<file path="config.mk">
export PLATFORM = sky130hd
export DESIGN_NAME = timer_counter
export DESIGN_NICKNAME = d
export VERILOG_FILES = /design/src/rtl/timer_counter.sv
export SDC_FILE = /design/constraint.sdc
export NUM_CORES = 1
export LEC_CHECK = 0
export CAP_MARGIN = 20
export CORE_ASPECT_RATIO = 1.5
export CORE_UTILIZATION = 65
export DETAILED_ROUTE_END_ITERATION = 6
export DONT_BUFFER_PORTS = 1
export PLACE_DENSITY = 0.8
export SLEW_MARGIN = 40
export SYNTH_ARGS = -nofsm -noshare
export SYNTH_HDL_FRONTEND = slang
export SYNTH_SLANG_ARGS = --single-unit
</file>
<file path="constraint.sdc">
create_clock -name clk -period 5.09 [get_ports clk]
set_clock_uncertainty 0.05 [all_clocks]
set_input_delay 0.2545 -clock clk [delete_from_list [all_inputs] [get_ports clk]]
set_output_delay 0.2545 -clock clk [all_outputs]
set_load 0.02 [all_outputs]
</file>
<file path="src/rtl/timer_counter.sv">
// Programmable timer/counter with prescaler, four count modes (up-wrap,
// down-wrap, up-saturate, one-shot), a one-cycle terminal-count pulse and a
// sticky terminal-count flag.
module timer_counter #(
    parameter int WIDTH     = 8,
    parameter int PSC_WIDTH = 4
) (
    input  logic                 clk,
    input  logic                 reset,
    input  logic                 enable,
    input  logic                 write,
    input  logic [WIDTH-1:0]     in,
    input  logic                 limit_write,
    input  logic [WIDTH-1:0]     limit_in,
    input  logic [1:0]           mode,
    input  logic [PSC_WIDTH-1:0] prescale,
    input  logic                 start,
    input  logic                 flag_clear,
    output logic [WIDTH-1:0]     out,
    output logic                 tc,
    output logic                 flag,
    output logic                 running
);

    localparam logic [1:0] MODE_UP_WRAP   = 2'b00;
    localparam logic [1:0] MODE_DOWN_WRAP = 2'b01;
    localparam logic [1:0] MODE_UP_SAT    = 2'b10;
    localparam logic [1:0] MODE_ONE_SHOT  = 2'b11;

    localparam logic [WIDTH-1:0]     CNT_ONE = WIDTH'(1);
    localparam logic [PSC_WIDTH-1:0] PSC_ONE = PSC_WIDTH'(1);

    logic [WIDTH-1:0]     limit;
    logic [PSC_WIDTH-1:0] psc;

    logic                 step;
    logic                 arm;
    logic [WIDTH-1:0]     cnt_next;
    logic [PSC_WIDTH-1:0] psc_next;
    logic                 tc_next;
    logic                 run_next;

    // A step fires on the enabled cycle where the prescaler reaches its terminal value.
    assign step = enable && (psc == prescale);
    // Start only has meaning in one-shot mode.
    assign arm  = start && (mode == MODE_ONE_SHOT);

    // Next-state logic: load/arm take precedence over a count step; a load
    // or arm also restarts the prescaler so the first step is a full period away.
    always_comb begin
        cnt_next = out;
        tc_next  = 1'b0;
        run_next = (mode == MODE_ONE_SHOT) ? running : 1'b0;

        if (write || arm) begin
            psc_next = '0;
        end else if (enable) begin
            psc_next = (psc == prescale) ? '0 : psc + PSC_ONE;
        end else begin
            psc_next = psc;
        end

        if (write) begin
            cnt_next = in;
        end else if (arm) begin
            cnt_next = '0;
            run_next = 1'b1;
        end else if (step) begin
            case (mode)
                MODE_UP_WRAP: begin
                    if (out == limit) begin
                        cnt_next = '0;
                        tc_next  = 1'b1;
                    end else begin
                        cnt_next = out + CNT_ONE;
                    end
                end
                MODE_DOWN_WRAP: begin
                    if (out == '0) begin
                        cnt_next = limit;
                        tc_next  = 1'b1;
                    end else begin
                        cnt_next = out - CNT_ONE;
                    end
                end
                MODE_UP_SAT: begin
                    // out < limit here, so out+1 cannot overflow.
                    if (out < limit) begin
                        cnt_next = out + CNT_ONE;
                        tc_next  = ((out + CNT_ONE) == limit);
                    end
                end
                default: begin
                    if (running) begin
                        if (out == limit) begin
                            run_next = 1'b0;
                            tc_next  = 1'b1;
                        end else begin
                            cnt_next = out + CNT_ONE;
                        end
                    end
                end
            endcase
        end
    end

    // State register; reset overrides every other input.
    always_ff @(posedge clk) begin
        if (reset) begin
            out     <= '0;
            limit   <= '1;
            psc     <= '0;
            tc      <= 1'b0;
            flag    <= 1'b0;
            running <= 1'b0;
        end else begin
            out     <= cnt_next;
            psc     <= psc_next;
            tc      <= tc_next;
            running <= run_next;
            // A new terminal count wins over a coincident clear.
            flag    <= tc_next | (flag & ~flag_clear);
            if (limit_write) begin
                limit <= limit_in;
            end
        end
    end

endmodule
</file>
# ---- Word level (Yosys, flattened, before mapping)
# Cells that the tools add are included.
dict set report classes {
  n_eq_ne 8
  n_bitwise 3
  mux 25
  order_cmp 1
  add_sub_neg 3
  reduce_logical 10
}
# op count
set op_table {}
lappend op_table {{8-bit 2-to-1 mux} 8}
lappend op_table {{8-bit case mux with 3 select lines} 1}
lappend op_table {{8-bit equality test} 2}
lappend op_table {{1-bit 2-to-1 mux} 14}
lappend op_table {{8-bit by 1-bit adder with 8-bit output (second input constant)} 1}
lappend op_table {{8-bit logical NOT} 1}
lappend op_table {{8-bit < comparator} 1}
lappend op_table {{8-bit by 1-bit subtractor with 8-bit output (second input constant)} 1}
lappend op_table {{6-bit by 3-bit != test with 1-bit output (second input constant)} 1}
lappend op_table {{6-bit nonzero test} 1}
lappend op_table {{4-bit by 1-bit adder with 4-bit output (second input constant)} 1}
lappend op_table {{2-bit equality test (second input constant)} 2}
lappend op_table {{4-bit equality test} 1}
lappend op_table {{4-bit 2-to-1 mux} 1}
lappend op_table {{4-bit != test (second input constant)} 1}
lappend op_table {{4-bit AND reduction} 1}
lappend op_table {{1-bit case mux with 3 select lines} 1}
lappend op_table {{3-bit nonzero test} 1}
lappend op_table {{3-bit OR reduction} 1}
lappend op_table {{2-bit by 1-bit equality test with 1-bit output (second input constant)} 1}
lappend op_table {{1-bit logical AND} 2}
lappend op_table {{2-bit logical NOT} 1}
lappend op_table {{2-bit OR reduction} 1}
lappend op_table {{1-bit bitwise AND} 1}
lappend op_table {{other kinds (3)} 3}
dict set report word_totals {
  out_inout_bits 11
  word_cells 56
  in_bits 29
  regBits 23
}

# ---- Logic depth before layout (Yosys ltp)
dict set report depth {
  depth_word 8
  ltp_mapped 10
  ltp_nobuf 8
}

# ---- Worst setup path before layout
# OpenSTA, ideal clock, no wires.
dict set report synth_timing {
  path_type {register -> register}
  startpoint {reg out[0]}
  endpoint {reg out[5]}
  setup_time_ns 0.133
  n_path_buf 1
  arrival_time_ns 2.510
  slack_ns 2.396
  path_stages_with_launch 10
  period_less_slack_ns 2.694
  t_required_ns 4.907
  path_cell_list {dfxtp_1 -> clkbuf_1 -> inv_1 -> ha_1 -> nand4_1 -> o41ai_1 -> a21oi_1 -> a221o_1 -> nor3_1 -> a211oi_1}
}
dict set report synth_via {
  elab_chain_len 7
  elab_cells_between_ends 17
  classes_between {add/sub (2); order compare (1); eq/ne (3); mux (9); reduce/logical (2)}
}
# element line
set synth_lines {}
lappend synth_lines {{from (decl)} 19} ;# output logic [WIDTH-1:0] out,
lappend synth_lines {{from (signal assigned)} 117} ;# out <= cnt_next;
lappend synth_lines {{8-bit by 1-bit adder with 8-bit output} {75, 89, 99}}
lappend synth_lines {{8-bit 2-to-1 mux} 95} ;# if (out == limit) begin
lappend synth_lines {{8-bit 2-to-1 mux} 94} ;# if (running) begin
lappend synth_lines {{8-bit case mux with 3 select lines} 69} ;# case (mode)
lappend synth_lines {{8-bit 2-to-1 mux} 68} ;# end else if (step) begin
lappend synth_lines {{8-bit 2-to-1 mux} 65} ;# end else if (arm) begin
lappend synth_lines {{8-bit 2-to-1 mux} 63} ;# if (write) begin
# Parallel ways exist; a longest one is shown, timed or not. The select of a mux whose other input is x is not followed.
# A chain may end at the register's enable or synchronous reset.

# ---- Final worst setup path
dict set report layout_timing {
  startpoint {reg out[0]}
  endpoint {reg out[0]}
}
# Same word-level chain as after synthesis.

==> flow_summary.ini <==
[run_status]
outcome = finished, final reports clean

[critical_path]
cp_cell_sequence = inv_1 -> ha_1 -> nand4_1 -> o41ai_1 -> buf_4 -> o31ai_1 -> or3_1 -> o211a_1
critPathRequiredTime_ns = 5.20
endpoint_kind = register
path_max_fanout = 11
cp_slowest_cell = o41ai_1
crit_path_start_kind = register
critPathBufInv = 2
critPathArrivalTime_ns = 3.18
critical_path_class = register to register
cp_top_family = compound AO/OA/AOI/OAI gates
max_stage_delay_ns = 0.75

[floorplanning]
io_pins = 40
floorplan.die_area_um2 = 3075
fp.dieH_um = 67.42
coreArea_um2 = 2676
row_count = 23
die_x_um = 45.61
start_util_pct = 69.28

[global_routing]
grt_max_degree = 16
busiest_layer = met2
grtUsageTotal_pct = 38.95
antenna_found_initial = 0
met2_usage_pct = 61.79
grt_pass1_wl_um = 8631
use_met3_pct = 5.882
grt_overflow = 0
first_global_vias = 1817
grt_util_met1_pct = 46.48

[yosys]
synth-compound-area-share_pct = 24.56
async_flop_share_pct = 0
syn_area_um2 = 1854
synth-seq-cells = 23
synth_nets = 278
avgSynthCellArea_um2 = 7.824
synth_edf_count = 0
synth_area_leaders = dfxtp_1 25%, ha_1 8.1%, xnor2_1 5.7%, nand2_1 4.5%, xor2_1 4.3%
synthAdderAreaFrac_pct = 8.097
synthXorXnorAreaFrac_pct = 9.919
yosysWarnings = 0
synth_area_leader_cell = dfxtp_1
synthFlopType = dfxtp_1
synth_cell_types = 46
synth_seq_area_share_pct = 24.83
yosys.area_share.simple_pct = 22.81
synth_mux_area_share_pct = 2.699
synth_top_family_by_area = compound AO/OA/AOI/OAI gates
synth_top_area_share_pct = 24.83
syn-instance-count = 237

[cts]
tritoncts = done
post-cts-setup-buffers = 0
clkSinkCount = 23
cts_buffers = 3
cts_root_buf = clkbuf_8
cts_max_path_buffers = 2
worstSkewPairLatency_ns = 0.26
path_clk_slew_ns = 0.08
cts.htree.levels = 1

[timing]
finalSetupViolations = 0
max_slew_margin_pct = 40.40
max_freq_mhz = 325.8
rsz0062_at_grt = false
tightest_slew_ns = 0.8824
hold_viol = 0
final_max_slew_viol_count = 0
tns_ns = 0
fin_hold_ws_ns = 0.006761
min_period_ns = 3.070
post-route-period-util_pct = 60.31

[detailed_routing]
vias_per_cell = 7.091
drtAntennaViolNets = 0
drt-total-wl_um = 5513
first_iter_violations = 170
dr.pass1.iters = 5
vias = 1879
drc_errors = 0
wl_per_cell_um = 20.80

[finish]
syn2layout_area_growth_pct = 2.024
antennaDiodeCount = 0
drive_above_1_share_pct = 3.947
fin_nets = 270

[pwr]
p_leak_nw = 0.7767
irDropWorstVdd_mv = 0.1776
powerDensity_nw_per_um2 = 247.6

[place]
gp_congestion = 1.093
io_buffers = 0
hpwlAfterDp_um = 4153

[hold_path]
hold_path_class = input pin to register

[job]
drv_cap = 0
## power breakdown
group	leakage (nW)	internal (mW)	switching (mW)
logic	0.565	0.0568	0.0771
registers	0.189	0.190	0.0308
clock network	0.0228	0.0559	0.0574
## sequential cells by signal, indices dropped and copies added, names as in the netlist
name     cells
psc          4
limit        8
tc           1
out          8
flag         1
running      1
## worst reg2reg max path: stages, from the launching register on
cell and delay (ns):
dfxtp_1 0.69, inv_1 0.19, ha_1 0.35, nand4_1 0.14, o41ai_1 0.75, buf_4 0.26
o31ai_1 0.08, or3_1 0.33, o211a_1 0.13
## worst paths after layout
kind	cells after the start	startpoint	slack, ns	to
max	8	out[0]$_SDFFE_PP0P_	2.02	out[0]$_SDFFE_PP0P_
min	1	reset	0.007	out[5]$_SDFFE_PP0P_
max reg2reg	8	out[0]$_SDFFE_PP0P_	2.02	out[0]$_SDFFE_PP0P_
min reg2reg	2	psc[3]$_SDFFE_PP0P_	0.50	psc[3]$_SDFFE_PP0P_
## routing by layer
| layer | wire [um] | part of all wire, % |
|---|---|---|
| met5 | 0 | 0 |
| met4 | 346 | 6.3 |
| met3 | 500 | 9.1 |
| met2 | 2651 | 48 |
| met1 | 2013 | 37 |
## through the flow
step                      setup slack [ns]  instances  util (%)  cell area, um^2  power (mW)
after floorplan                      2.396        237         -             1854      0.3275
after global placement               2.304        260     68.63             1837      0.3475
after detailed placement             2.146        260     68.63             1837      0.3515
after CTS                            2.139        264     70.31             1882      0.4624
after global routing                 1.973        265     70.69             1892      0.4905
final                                2.020        265     70.69             1892      0.4683
## cells in the final DEF, fill, tap and decap left out, types with 3 or more instances in the layout
cell and count:
nand4_1 5, dfxtp_1 23, a21oi_1 12, o31a_1 3
xor2_1 9, a211oi_1 3, inv_1 16, o211ai_1 9
or3_1 3, nand2_1 22, clkbuf_8 3, xnor2_1 12
o21ai_0 8, nor2_1 12, nand2b_1 3, a21o_1 3
a221oi_1 3, nand3_1 8, nor3_1 12, nor4_1 4
o31ai_1 3, o41ai_1 3, ha_1 12, mux2i_1 5
## synth_stat cells, types with 2 or more instances
library cell  count
xor2_1            9
o31a_1            3
nor2b_1           2
or3b_2            2
a21oi_1          12
nor2_1           12
dfxtp_1          23
or4_1             2
clkbuf_1         12
and4_1            2
nor3_1           12
a2111oi_0         2
or3_1             3
inv_1            16
a32oi_1           2
xnor2_1          12
o211ai_1          9
nand4_1           5
a211oi_1          3
o21ai_0           8
o41ai_1           3
mux2i_1           5
nand2b_1          3
ha_1             12
o211a_1           2
nor4_1            4
a221oi_1          3
a21o_1            3
nand3_1           8
nand2_1          22
o31ai_1           3
o21ai_1           2
buf_6             2
nor3b_1           2
## kinds of logic (layout without fill, tap and decap cells)
family | Yosys count | after routing
buf+inv | 31 | 22
xor+xnor | 21 | 21
compound gates | 63 | 63
flops | 23 | 23
fa+ha+maj | 12 | 12
simple gates | 82 | 82
mux | 5 | 5
## cell type report
cell class                 instances  area, um^2
clock buffer                       4       45.04
fill                             222       784.5
inverter                          16       60.06
multi-input combinational        183        1262
sequential                        23       460.4
tap                               37       46.29
timing repair buffer               2       17.52
## repair_timing
item / 4_1_cts / 5_1_grt
resized for setup: 0 / 0
endpoints found under the hold margin: 0 / 3
hold buffers: 0 / 1
No activity file was read; power rests on OpenSTA's default activity.
